==> config.mk <==
export PLATFORM = sky130hd
export DESIGN_NAME = pipe_stage_buf
export DESIGN_NICKNAME = d
export VERILOG_FILES = /design/src/rtl/pipe_stage_buf.sv
export SDC_FILE = /design/constraint.sdc
export NUM_CORES = 1
export LEC_CHECK = 0
export ABC_CLOCK_PERIOD_IN_PS = 4300
export BUFFER_PORTS_ARGS = -buffer_cell sky130_fd_sc_hd__buf_2
export CORE_ASPECT_RATIO = 1.4
export CORE_MARGIN = 5
export CORE_UTILIZATION = 56
export CTS_CLUSTER_DIAMETER = 60
export DETAILED_ROUTE_END_ITERATION = 8
export GPL_ROUTABILITY_DRIVEN = 0
export PLACE_DENSITY = 0.95
export SYNTH_ARGS = -nofsm -noshare
export SYNTH_HDL_FRONTEND = slang
export SYNTH_SLANG_ARGS = --single-unit
==> constraint.sdc <==
create_clock -name clk -period 4.3 [get_ports clk]
set_clock_uncertainty 0.05 [all_clocks]
set_input_delay 0.86 -clock clk [delete_from_list [all_inputs] [get_ports clk]]
set_output_delay 0.86 -clock clk [all_outputs]
set_load 0.02 [all_outputs]
==> src/rtl/pipe_stage_buf.sv <==
// FIFO-ordered inter-stage buffer for the req/ack pipeline, with flush for jump redirect.
// Optional stall/flush statistics counters are built when PIPE_BUF_STAT_EN is defined.
module pipe_stage_buf #(
    parameter int unsigned DATA_W = 64,
    parameter int unsigned DEPTH  = 2,
    parameter int unsigned CNT_W  = $clog2(DEPTH + 1)
) (
    input  logic              clk,
    input  logic              rst,
    input  logic              i_up_req,
    output logic              o_up_ack,
    input  logic [DATA_W-1:0] i_up_data,
    output logic              o_dn_req,
    input  logic              i_dn_ack,
    output logic [DATA_W-1:0] o_dn_data,
    input  logic              i_flush,
    output logic              o_flush_ack,
    output logic [CNT_W-1:0]  o_count,
    output logic [31:0]       o_stall_cnt,
    output logic [31:0]       o_flush_cnt
);

    localparam int unsigned PTR_W = (DEPTH > 1) ? $clog2(DEPTH) : 1;

    logic [DATA_W-1:0] mem_q [DEPTH];
    logic [PTR_W-1:0]  wr_ptr_q, wr_ptr_d;
    logic [PTR_W-1:0]  rd_ptr_q, rd_ptr_d;
    logic [CNT_W-1:0]  count_q, count_d;
    logic              flush_ack_q;
    logic              push, pop;

    function automatic logic [PTR_W-1:0] ptr_inc(input logic [PTR_W-1:0] p);
        return (p == PTR_W'(DEPTH - 1)) ? '0 : p + PTR_W'(1);
    endfunction

    function automatic logic [31:0] sat_inc(input logic [31:0] v);
        return (v == 32'hFFFF_FFFF) ? v : v + 32'd1;
    endfunction

    // A full buffer never accepts, even when the head drains in the same cycle.
    assign o_up_ack    = (count_q != CNT_W'(DEPTH)) && !i_flush;
    assign o_dn_req    = (count_q != '0);
    assign o_dn_data   = mem_q[rd_ptr_q];
    assign o_count     = count_q;
    assign o_flush_ack = flush_ack_q;

    assign push = i_up_req && o_up_ack;
    assign pop  = o_dn_req && i_dn_ack && !i_flush;

    always_comb begin
        wr_ptr_d = wr_ptr_q;
        rd_ptr_d = rd_ptr_q;
        count_d  = count_q;
        if (i_flush) begin
            wr_ptr_d = '0;
            rd_ptr_d = '0;
            count_d  = '0;
        end else begin
            if (push) wr_ptr_d = ptr_inc(wr_ptr_q);
            if (pop)  rd_ptr_d = ptr_inc(rd_ptr_q);
            case ({push, pop})
                2'b10:   count_d = count_q + CNT_W'(1);
                2'b01:   count_d = count_q - CNT_W'(1);
                default: count_d = count_q;
            endcase
        end
    end

    always_ff @(posedge clk or negedge rst) begin
        if (!rst) begin
            wr_ptr_q    <= '0;
            rd_ptr_q    <= '0;
            count_q     <= '0;
            flush_ack_q <= 1'b0;
        end else begin
            wr_ptr_q    <= wr_ptr_d;
            rd_ptr_q    <= rd_ptr_d;
            count_q     <= count_d;
            flush_ack_q <= i_flush;
        end
    end

    // Payloads survive a flush; only the valid state above is cleared.
    always_ff @(posedge clk or negedge rst) begin
        if (!rst) begin
            for (int i = 0; i < int'(DEPTH); i++) mem_q[i] <= '0;
        end else if (push) begin
            mem_q[wr_ptr_q] <= i_up_data;
        end
    end

`ifdef PIPE_BUF_STAT_EN
    logic [31:0] stall_cnt_q, flush_cnt_q;

    always_ff @(posedge clk or negedge rst) begin
        if (!rst) begin
            stall_cnt_q <= '0;
            flush_cnt_q <= '0;
        end else begin
            if (i_up_req && !o_up_ack) stall_cnt_q <= sat_inc(stall_cnt_q);
            if (i_flush)               flush_cnt_q <= sat_inc(flush_cnt_q);
        end
    end

    assign o_stall_cnt = stall_cnt_q;
    assign o_flush_cnt = flush_cnt_q;
`else
    assign o_stall_cnt = '0;
    assign o_flush_cnt = '0;
`endif

endmodule

==> results summary, run 1 <==
The worst voltage drop across the vdd grid is ~0.34 mV. The final layout contains ~640 nets. Headroom to the max-slew limit came out at 41.7%.

The run finished with clean final reports. The clock edge transition at the registers on the reported setup and hold paths is approximately 0.060 ns. The largest total area in the synthesized netlist belongs to dfrtp_1.

The clock tree root driver cell is clkbuf_16. Counting every sink on the clock net gives between 100 and 150. The core region is 0.0113 sq mm.

The cell-internal power is 0.00316 W. The total of fill cells in the finished design came out at just under 800. The number of antenna violations at the first check in global routing came out at 0. The share of synthesized flip-flops with an asynchronous set or reset came out at 100%.

The post-synth design cell area came out at roughly 0.0065 sq mm. The first-pass GRT wire length came out at approximately 21000 um. Dividing the detail-routed via count by the number of cells gives between 5 and 6. The detailed router finished its first iteration with approximately 120 violations. Along the worst path, the maximum fanout reaches 37. The data arrival time of the worst path came out at 1.78 ns. Summed over all layers, the global routing overflow is 0. The combinational group share of total power is between 20% and 30%.

The detail-routed net length per standard cell is about 17 um. The wire-length estimate of the detail-placed layout is 9060 um. The number of warnings printed during yosys synthesis is 0. The nature of the critical path endpoint is an output port.

The die is 137 um tall. The max-slew violation total from the final report came out at 0. The total net switching power is approximately 0.0012 W. The ratio of final minimum period to clock period is 62.6%. The total leakage power is roughly 3.7 nW. For this configuration, the core starts out at a cell density of 57.2%.

The remaining routing DRC violations came out at 0. The final layout contains routed wiring with a total length of between 10000 and 15000 um. The top-area cell type share of the netlist area came out at approximately half.

The netlist uses 24 different library cells. Counting instances, the worst hold path has a depth of 1. The setup TNS is 0 ns.

The number of enable-type register cells in the synthesized netlist is 0. The count of mapped cells out of synthesis is roughly 430. The power density over the cells is 571 mW/mm^2.

Across the run, the number of max-cap violations was 0. Cells fill 67.8% of the core in the end. The TritonCTS clock tree is built. The number of standard-cell rows in the floorplan is 46. The post-cts hold buffer count came out at 0. The mean instance size in the synthesized netlist came out at approximately 15 sq um. The transition time at the pin with the least slew margin is slightly below 0.9 ns. The I/O pin total came out at slightly above 200. The library cell used most frequently in the layout, excluding fill and tap cells, is buf_2. The clock tree synthesis step divided the H-tree into 4 levels.

The count of buffers added by post-CTS timing repair for setup is 0. The synthesized flop and latch total came out at ~130. 0 antenna diodes ended up in the layout. The share of power burned in registers came out at roughly 40%. The overall die width came out at roughly 100 um. The critical path startpoint category is a flip-flop.

The vias after detailed routing came out at ~3700. In the synthesized netlist the dominant register cell turns out to be dfrtp_1. Port buffering added ~140 buffers. The area overhead of the layout relative to synthesis came out at 18.6%.

Entering global routing, the biggest net connects between 70 and 80 pins. The tightest min-delay check is of the flip-flop to flip-flop type. The portion of total power attributed to the clock network is between 30% and 40%. The via count of the first global-routing pass came out at between 4000 and 5000.

The latest clock arrival within the worst-skew pair is roughly 0.41 ns. The total global-route track usage came out at between 10% and 20%. The clock period minus worst slack is 2.69 ns. In the layout the commonest cells are buf_2, mux2_2, dfrtp_1.

By area the synthesized netlist is led by dfrtp_1, mux2_2, mux2_4, buf_4, buf_6. The number of buffers on the longest clock path came out at 2. The final-report hold violation count is 0. The number of gates resized after CTS was 0. The critical setup path kind is flip-flop to output port. The final-report setup violation count came out at 0. For this run, the detailed router's first-pass iteration total came to 5.

Net switching is between 20 and 30% of the power. Sequential elements use around half of the synthesized area. TritonCTS created 17 clock buffers. The maximum clock rate came out at around 370 MHz. The worst reg-to-reg path cell count is 4. The number of routed nets with antenna violations came out at 0.

Setup repair after global routing left no endpoint under its margin. The die area is roughly 0.014 sq mm. The ratio of cells with drive above 1 in the final layout is between 60% and 70%. The required time of the critical path is roughly 3.4 ns.
## critical path, stage by stage (launching register included)
cell     delay [ns]
dfrtp_2        0.36
buf_4          0.42
mux2_2         0.40
buf_2          0.16
## routing by layer
layer | GRT usage (%) | wire length (um) | part of all wire, %
met1 | 22.3 | 4870 | 38
met2 | 33.4 | 6800 | 53
met3 | 5.57 | 875 | 6.9
met4 | 7.76 | 223 | 1.7
met5 | 0 | 0 | 0
## power by group through the flow
stage | Combinational (W) | Clock, W | Sequential [W]
2_1_floorplan | 0.000889 | 0 | 0.00168
3_3_place_gp | 0.00108 | 0 | 0.00170
3_5_place_dp | 0.00112 | 0 | 0.00173
4_1_cts | 0.00113 | 0.00158 | 0.00172
5_1_grt | 0.00120 | 0.00165 | 0.00175
6_report | 0.00112 | 0.00156 | 0.00172
## through the flow
step / setup WS [ns] / total power [W] / cell area, sq um / hold slack [ns] / instances
after floorplan: 1.98 / 0.00256 / 6720 / 0.424 / 495
after global placement: 1.74 / 0.00278 / 7040 / 0.431 / 698
after detailed placement: 1.68 / 0.00285 / 7040 / 0.437 / 698
after CTS: 1.59 / 0.00443 / 7690 / 0.450 / 730
after global routing: 1.53 / 0.00460 / 7690 / 0.468 / 730
final: 1.61 / 0.00439 / 7690 / 0.450 / 730
## path summary, 6_finish.rpt
kind / startpoint / to / slack, ns
max in group asynchronous: rst / mem_q[119]$_DFFE_PN0P_ / 2.87
hold reg to reg: mem_q[48]$_DFFE_PN0P_ / mem_q[48]$_DFFE_PN0P_ / 0.45
setup / recovery: rd_ptr_q$_DFFE_PN0P_ / o_dn_data[13] / 1.61
min in group asynchronous: rst / mem_q[27]$_DFFE_PN0P_ / 0.51
hold / removal: mem_q[48]$_DFFE_PN0P_ / mem_q[48]$_DFFE_PN0P_ / 0.45
setup reg to reg: o_count[0]$_DFFE_PN0P_ / mem_q[86]$_DFFE_PN0P_ / 2.19
## cell usage after synthesis (2+ instances only)
cell and n:
nor2_1 2, o21ai_0 2, buf_4 64, a21oi_1 4, mux2_2 132, clkbuf_1 8, buf_6 6, dfrtp_1 133
buf_2 6, or2_2 2, mux2_4 60
## area by class of cell
class / count / area, sq um / area share, %
flip-flops and latches: 133 / 3330 / 43.3
clock buffers: 21 / 480 / 6.25
multi-input cells: 277 / 2780 / 36.1
repair buffers: 143 / 746 / 9.70
inverters: 1 / 3.75 / 0.0488
well taps: 144 / 180 / 2.34
clock inverters: 11 / 171 / 2.23
## logic make-up (layout without fill, tap and decap cells)
group | after synthesis | in the layout | synth area share (%)
muxes | 193 | 193 | 37.0
AOI/OAI and AO/OA | 8 | 8 | 0.695
and+or+nand+nor | 11 | 11 | 1.37
other | 1 | 64 | 0.0578
buffers and inverters | 85 | 176 | 9.44
xor gates and xnor gates | 1 | 1 | 0.135
DFF | 133 | 133 | 51.3
## flip-flops by register name, summed over array words and instances, names as in the netlist
name / flops
mem_q: 128
wr_ptr_q: 1
rd_ptr_q: 1
o_flush_ack: 1
o_count: 2
No activity file was read; power rests on OpenSTA's default activity.
==> run 2: changes to the inputs <==
Settings changed: ABC_CLOCK_PERIOD_IN_PS 4300 to 2400, CORE_UTILIZATION 56 to 47, PLACE_DENSITY 0.95 to 0.87.
Clock period 4.3 ns to 2.4 ns, I/O delays scaled along.
==> results summary, run 2 (synthesis gave the netlist of run 1 again) <==
The antenna cell count is 0. Dividing the detail-routed wire length by the instance count gives between 15 and 20 um. The number of clock sinks is about 130. The slowest stage of the critical path is the mux2_2 cell. The cell area after placement came out at a little over 0.007 sq mm. The total length of routed wires is between 10000 and 15000 um. between 200 and 250 I/O pins were placed. The cell-internal power is about 0.0055 W.

The worst voltage drop across the vdd grid is roughly 0.56 mV. The remaining routing DRC violations is 0. The total of cells resized after clock tree synthesis came out at 0.

The total leakage power is approximately 3.7 nW. The half-perimeter wire length of the detailed placement result is between 9000 and 10000 um. The number of clock buffers added by TritonCTS is 17.

Setup violations remaining at the end of the flow were counted as 0. The core utilization of the finished layout is ~58%. The number of buffers and inverters on the critical path came out at 2.

The number of antenna violations at the first check in global routing came out at 0. The portion of total power attributed to the clock network came out at approximately a third. After routing the design area is slightly below 0.008 sq mm. The power density over the cells is 989 mW/mm^2.

The number of standard-cell rows in the floorplan is 50. After global routing the overflow that remains totals 0. In this run the worst path has a maximum fanout of 32.

The endpoint identified for the worst register-to-register timing path is mem_q[85]$_DFFE_PN0P_. The run finished with clean final reports. More flip-flops sit in one register than any other, and that register is mem_q. For this block, the via count after detailed routing is 3712. At the worst endpoint, the required time is 1.87 ns. Setup repair after global routing left no endpoint under its margin. The routed design could run at a clock period as short as about 2.3 ns.

The max-slew violation total from the final report came out at 0. The starting density of the core came out at between 40% and 50%. The class of the worst hold path is input pin to flip-flop. The largest net degree at the start of global routing came out at between 60 and 70. In the layout the commonest cells are buf_2, mux2_2, dfrtp_1.

The worst setup path is captured at an output port. The first-pass GRT wire length is around 21000 um. The combinational group share of total power is approximately a quarter.

The final-report hold violation count is 0. STA classifies the critical path startpoint as a flip-flop. The area overhead of the layout relative to synthesis came out at 19.6%. The post-cts hold buffer count is 1. The average vias per placed instance came out at between 4 and 5. The via count of the first global-routing pass is 4236. The final layout net count is approximately 650. The floorplan step defined a die boundary enclosing around 0.016 sq mm.

The delay of the slowest cell on the worst path is about 0.4 ns. The later pin in the worst-skew pair is clocked with a latency of just over 0.4 ns. The length of the first detailed-routing pass in iterations is 4.

The post-route netlist has 63.3% of its cells at a drive strength greater than 1. Walking the worst path, the cells encountered are buf_4, mux2_2, buf_2. The cell family contributing the most delay on the critical path is buffers and inverters. The overall die width is between 100 and 150 um.

The total net switching power came out at roughly 0.0022 W. The maximum clock rate came out at 434 MHz. The internal reg-to-reg setup slack came out at approximately 0.44 ns. Adding up every negative setup slack in the final design gives 0 ns. The share of power burned in registers came out at 40.2%. The count of buffers added by post-CTS timing repair for setup came out at 0. The DRC violation total after the first TritonRoute iteration is approximately 120.

The library cell used most frequently in the layout, excluding fill and tap cells, is buf_2. STA puts the critical path data arrival time at around 1.8 ns. The worst hold path terminates at o_flush_ack$_DFF_PN0_. The critical setup path kind is flip-flop to output port. The area of the placeable core is 0.0135 sq mm.

TritonCTS built the clock tree. The detail route stage leaves a number of antenna-violating nets equal to 0. The count of input and output buffers came out at between 100 and 150. The net switching share of the total power came out at about 28%. The number of levels in the clock H-tree came out at 4. The die span in y is 149 um.

For this run, the total global-route usage over all layers was measured as between 10% and 20%. The number of maximum-capacitance violations came out at 0. The worst reg-to-reg path cell count came out at 4. In this run the most critical hold path is launched from i_flush. The clock tree root driver cell is clkbuf_16. The number of buffers on the longest clock path is 2.

The startpoint identified for the worst register-to-register timing path is o_count[0]$_DFFE_PN0P_. The hold path depth is 1. The flip-flop count of the largest register, all copies and words added is 128. The ratio of final minimum period to clock period came out at between 90% and 100%. After clock tree synthesis, the clock-pin slew on the worst setup and hold paths is 0.05 ns.
run 2: changes by cell type in the layout (fill, tap and decap cells not counted):
cell,change
buf_12,+4
clkinv_2,+3
buf_4,-2
clkbuf_1,+2
clkbuf_8,-2
clkinv_4,-2
bufinv_16,-1
dlygate4sd3_1,+1
inv_6,-1
run 2: power by group through the flow:
stage	combinational (W)	clock (W)	sequential [W]
CTS	0.00203	0.00265	0.00308
finish	0.00200	0.00259	0.00308
detailed placement	0.00202	0	0.00311
global route	0.00215	0.00276	0.00314
floorplan	0.00159	0	0.00300
global placement	0.00195	0	0.00305
run 2: layout make-up:
type,count,area (sq um)
flip-flops and latches,133,3330
inverters,1,3.75
well taps,182,228
multi-input cells,277,2780
clock buffers,21,460
repair buffers,146,821
fillers,1073,5700
clock inverters,10,130
run 2: how the worst max path moves through the flow:
stage | start | to | depth (start not counted)
final | rd_ptr_q$_DFFE_PN0P_ | o_dn_data[56] | 3
after global routing | rd_ptr_q$_DFFE_PN0P_ | o_dn_data[56] | 3
after CTS | rd_ptr_q$_DFFE_PN0P_ | o_dn_data[56] | 3
after detailed placement | i_up_req | mem_q[85]$_DFFE_PN0P_ | 5
after global placement | i_up_req | mem_q[86]$_DFFE_PN0P_ | 5
after floorplan | o_count[0]$_DFFE_PN0P_ | mem_q[100]$_DFFE_PN0P_ | 4
run 2: metrics by stage:
stage          std cells  total power [W]  setup WS, ns  hold WS (ns)
2_1_floorplan        495          0.00459         0.456         0.134
3_3_place_gp         738          0.00500         0.418         0.336
3_5_place_dp         738          0.00512         0.334         0.340
4_1_cts              770          0.00776        0.0579         0.210
6_report             770          0.00767        0.0975         0.244
5_1_grt              770          0.00805        0.0360         0.221
run 2: per-layer routing:
metal	wire, um	vias to the layer above	GRT usage (%)	share of wire [%]
li1	-	1678	-	-
met1	5200	1883	19.0	40
met2	6890	132	29.4	52
met3	846	19	4.68	6.4
met4	209	0	5.99	1.6
met5	0	-	0	0
==> run 3: changes to the inputs <==
Settings changed: CORE_UTILIZATION 47 to 48, CTS_BUF_LIST set to sky130_fd_sc_hd__clkbuf_8, PLACE_DENSITY 0.87 to 0.89.
==> results summary, run 3 (synthesis gave the netlist of run 1 again) <==
In the layout the commonest cells are buf_2, mux2_2, dfrtp_1. The latest clock arrival within the worst-skew pair is approximately 0.41 ns. The area overhead of the layout relative to synthesis is 17.3%. The DRC violation total after the first TritonRoute iteration came out at 113. The critical setup path kind is flip-flop to output port. Of all nets on the critical path, the largest fanout is 29. Setup repair after global routing left no endpoint under its margin. The flip-flop count of the largest register, all copies and words added is 128.

Including well taps, the total number of placed cells is 737. The number of buffers on the longest clock path came out at 2. The worst voltage drop across the vdd grid is about 0.53 mV. The setup TNS is 0 ns. The die covers ~0.016 sq mm. The internal reg-to-reg setup slack came out at 0.49 ns.

The number of levels in the clock H-tree came out at 4. The slowest stage of the critical path is the mux2_2 cell. Traced cell by cell, the critical path runs through buf_4, mux2_2, buf_2. In this run the worst hold path is classified as input pin to flip-flop. The nature of the critical path endpoint is an output port.

The via count of the first global-routing pass is roughly 4100. The starting density of the core is just under 50%. The ratio of final minimum period to clock period is a little over nine tenths. The half-perimeter wire length of the detailed placement result is 8900 um. Timing would allow up to approximately 440 MHz. Dividing the detail-routed wire length by the instance count gives about 16 um.

The I/O pin total came out at around 200. The number of buffers and inverters on the critical path is 2. The remaining routing DRC violations came out at 0.

The total leakage power came out at ~3.7 nW. The worst setup path is launched from a flip-flop. The number of clock sinks came out at around 130. The largest net degree at the start of global routing is 67.

The remaining global-route overflow is 0. Before antenna repair, the detailed router went through 4 iterations. The number of antenna violations at the first check in global routing is 0. The total global-route track usage came out at roughly 16%. The vias after detailed routing came out at between 3000 and 4000. In this design, the largest share of critical-path delay is due to buffers and inverters.

After the last flow step, the layout net total stands at 644. Once detail routing completed, the nets flagged for antenna violations numbered 0. The TritonCTS clock tree is built. The ratio of cells with drive above 1 in the final layout is between 60% and 70%. The clock buffer count from CTS came out at 17.

The clock edge transition at the registers on the reported setup and hold paths came out at around 0.070 ns. In the routed layout, each cell is associated on average with a via count of a little under 5. The count of input and output buffers is roughly 140. The die span in y is 148 um. The total length of routed wires is around 13000 um. The floorplan has 50 rows. The delay of the slowest cell on the worst path is about 0.40 ns.

The max-slew violation total from the final report is 0. More flip-flops sit in one register than any other, and that register is mem_q. The final-report setup violation count is 0. For the finished layout, the period the worst path requires is approximately 2.3 ns.

Data on the critical path is required at its endpoint by ~1.9 ns. The first-pass GRT wire length is about 21000 um. For this run, the number of standard cells in the final layout without fillers is approximately 770.

The flow ran to the end, and the final reports show no timing, DRC or antenna violations. The cell sitting at the root of the clock tree is a clkbuf_8. The library cell used most frequently in the layout, excluding fill and tap cells, is buf_2.

The number of antenna diodes in the final layout is 0. The final-report hold violation count is 0. The data arrival time of the worst path came out at roughly 1.7 ns. From left edge to right edge, the die measures approximately 110 um. The total area inside the core boundary comes to 0.0133 sq mm.

For this design the ratio of total power to cell area is 940 mW/mm^2. Max-cap violations in this run came to 0.
[run 3: routing by layer]
layer | global-route usage, % | vias to the layer above | share of wire, %
met2 | 29.5 | 135 | 54
met5 | 0 | - | 0
met1 | 18.6 | 1892 | 38
met4 | 5.05 | 0 | 1.5
li1 | - | 1669 | -
met3 | 4.11 | 20 | 6.2
[run 3: repair_timing]
action                                  in CTS  in global routing
hold buffers                                 1                  0
resized for setup                            0                  1
setup buffers                                0                  0
hold endpoints to repair                    29                  0
endpoints found under the setup margin       0                 26
[run 3: metrics by stage]
step,area (sq um),total power (W),utilization (%),hold slack [ns],setup WS [ns]
after floorplan,6720,0.00459,-,0.134,0.456
after CTS,7600,0.00726,57.0,0.179,0.0311
after global placement,7140,0.00500,53.6,0.382,0.402
final,7600,0.00715,57.1,0.230,0.142
after detailed placement,7140,0.00512,53.6,0.391,0.361
after global routing,7600,0.00754,57.1,0.198,0.0649
[run 3: power breakdown]
part	total, W	leakage (nW)	internal (W)	switching, W
Clock	0.00209	0.227	0.00123	0.000861
Combinational	0.00200	1.85	0.00103	0.000966
Sequential	0.00306	1.59	0.00279	0.000279
Total	0.00715	3.66	0.00504	0.00211
[run 3: final cells by class]
class / instances / area, sq um
tap: 182 / 228
multi-input combinational: 277 / 2780
timing repair buffer: 145 / 817
clock buffer: 17 / 234
fill: 1075 / 5720
clock inverter: 14 / 211
inverter: 1 / 3.75
sequential: 133 / 3330
[run 3: final timing paths]
check | from | to | cells after the start
hold / removal | i_flush | o_flush_ack$_DFF_PN0_ | 1
max in group asynchronous | rst | mem_q[92]$_DFFE_PN0P_ | 3
setup / recovery | rd_ptr_q$_DFFE_PN0P_ | o_dn_data[3] | 3
hold reg to reg | mem_q[51]$_DFFE_PN0P_ | mem_q[51]$_DFFE_PN0P_ | 1
setup reg to reg | o_count[0]$_DFFE_PN0P_ | mem_q[85]$_DFFE_PN0P_ | 4
min in group asynchronous | rst | mem_q[64]$_DFFE_PN0P_ | 2
[run 3: worst reg2reg max path: stages (launching register included)]
cell,delay [ns]
dfrtp_1,0.45
and2b_4,0.24
nor4_4,0.30
buf_12,0.32
mux2_2,0.43
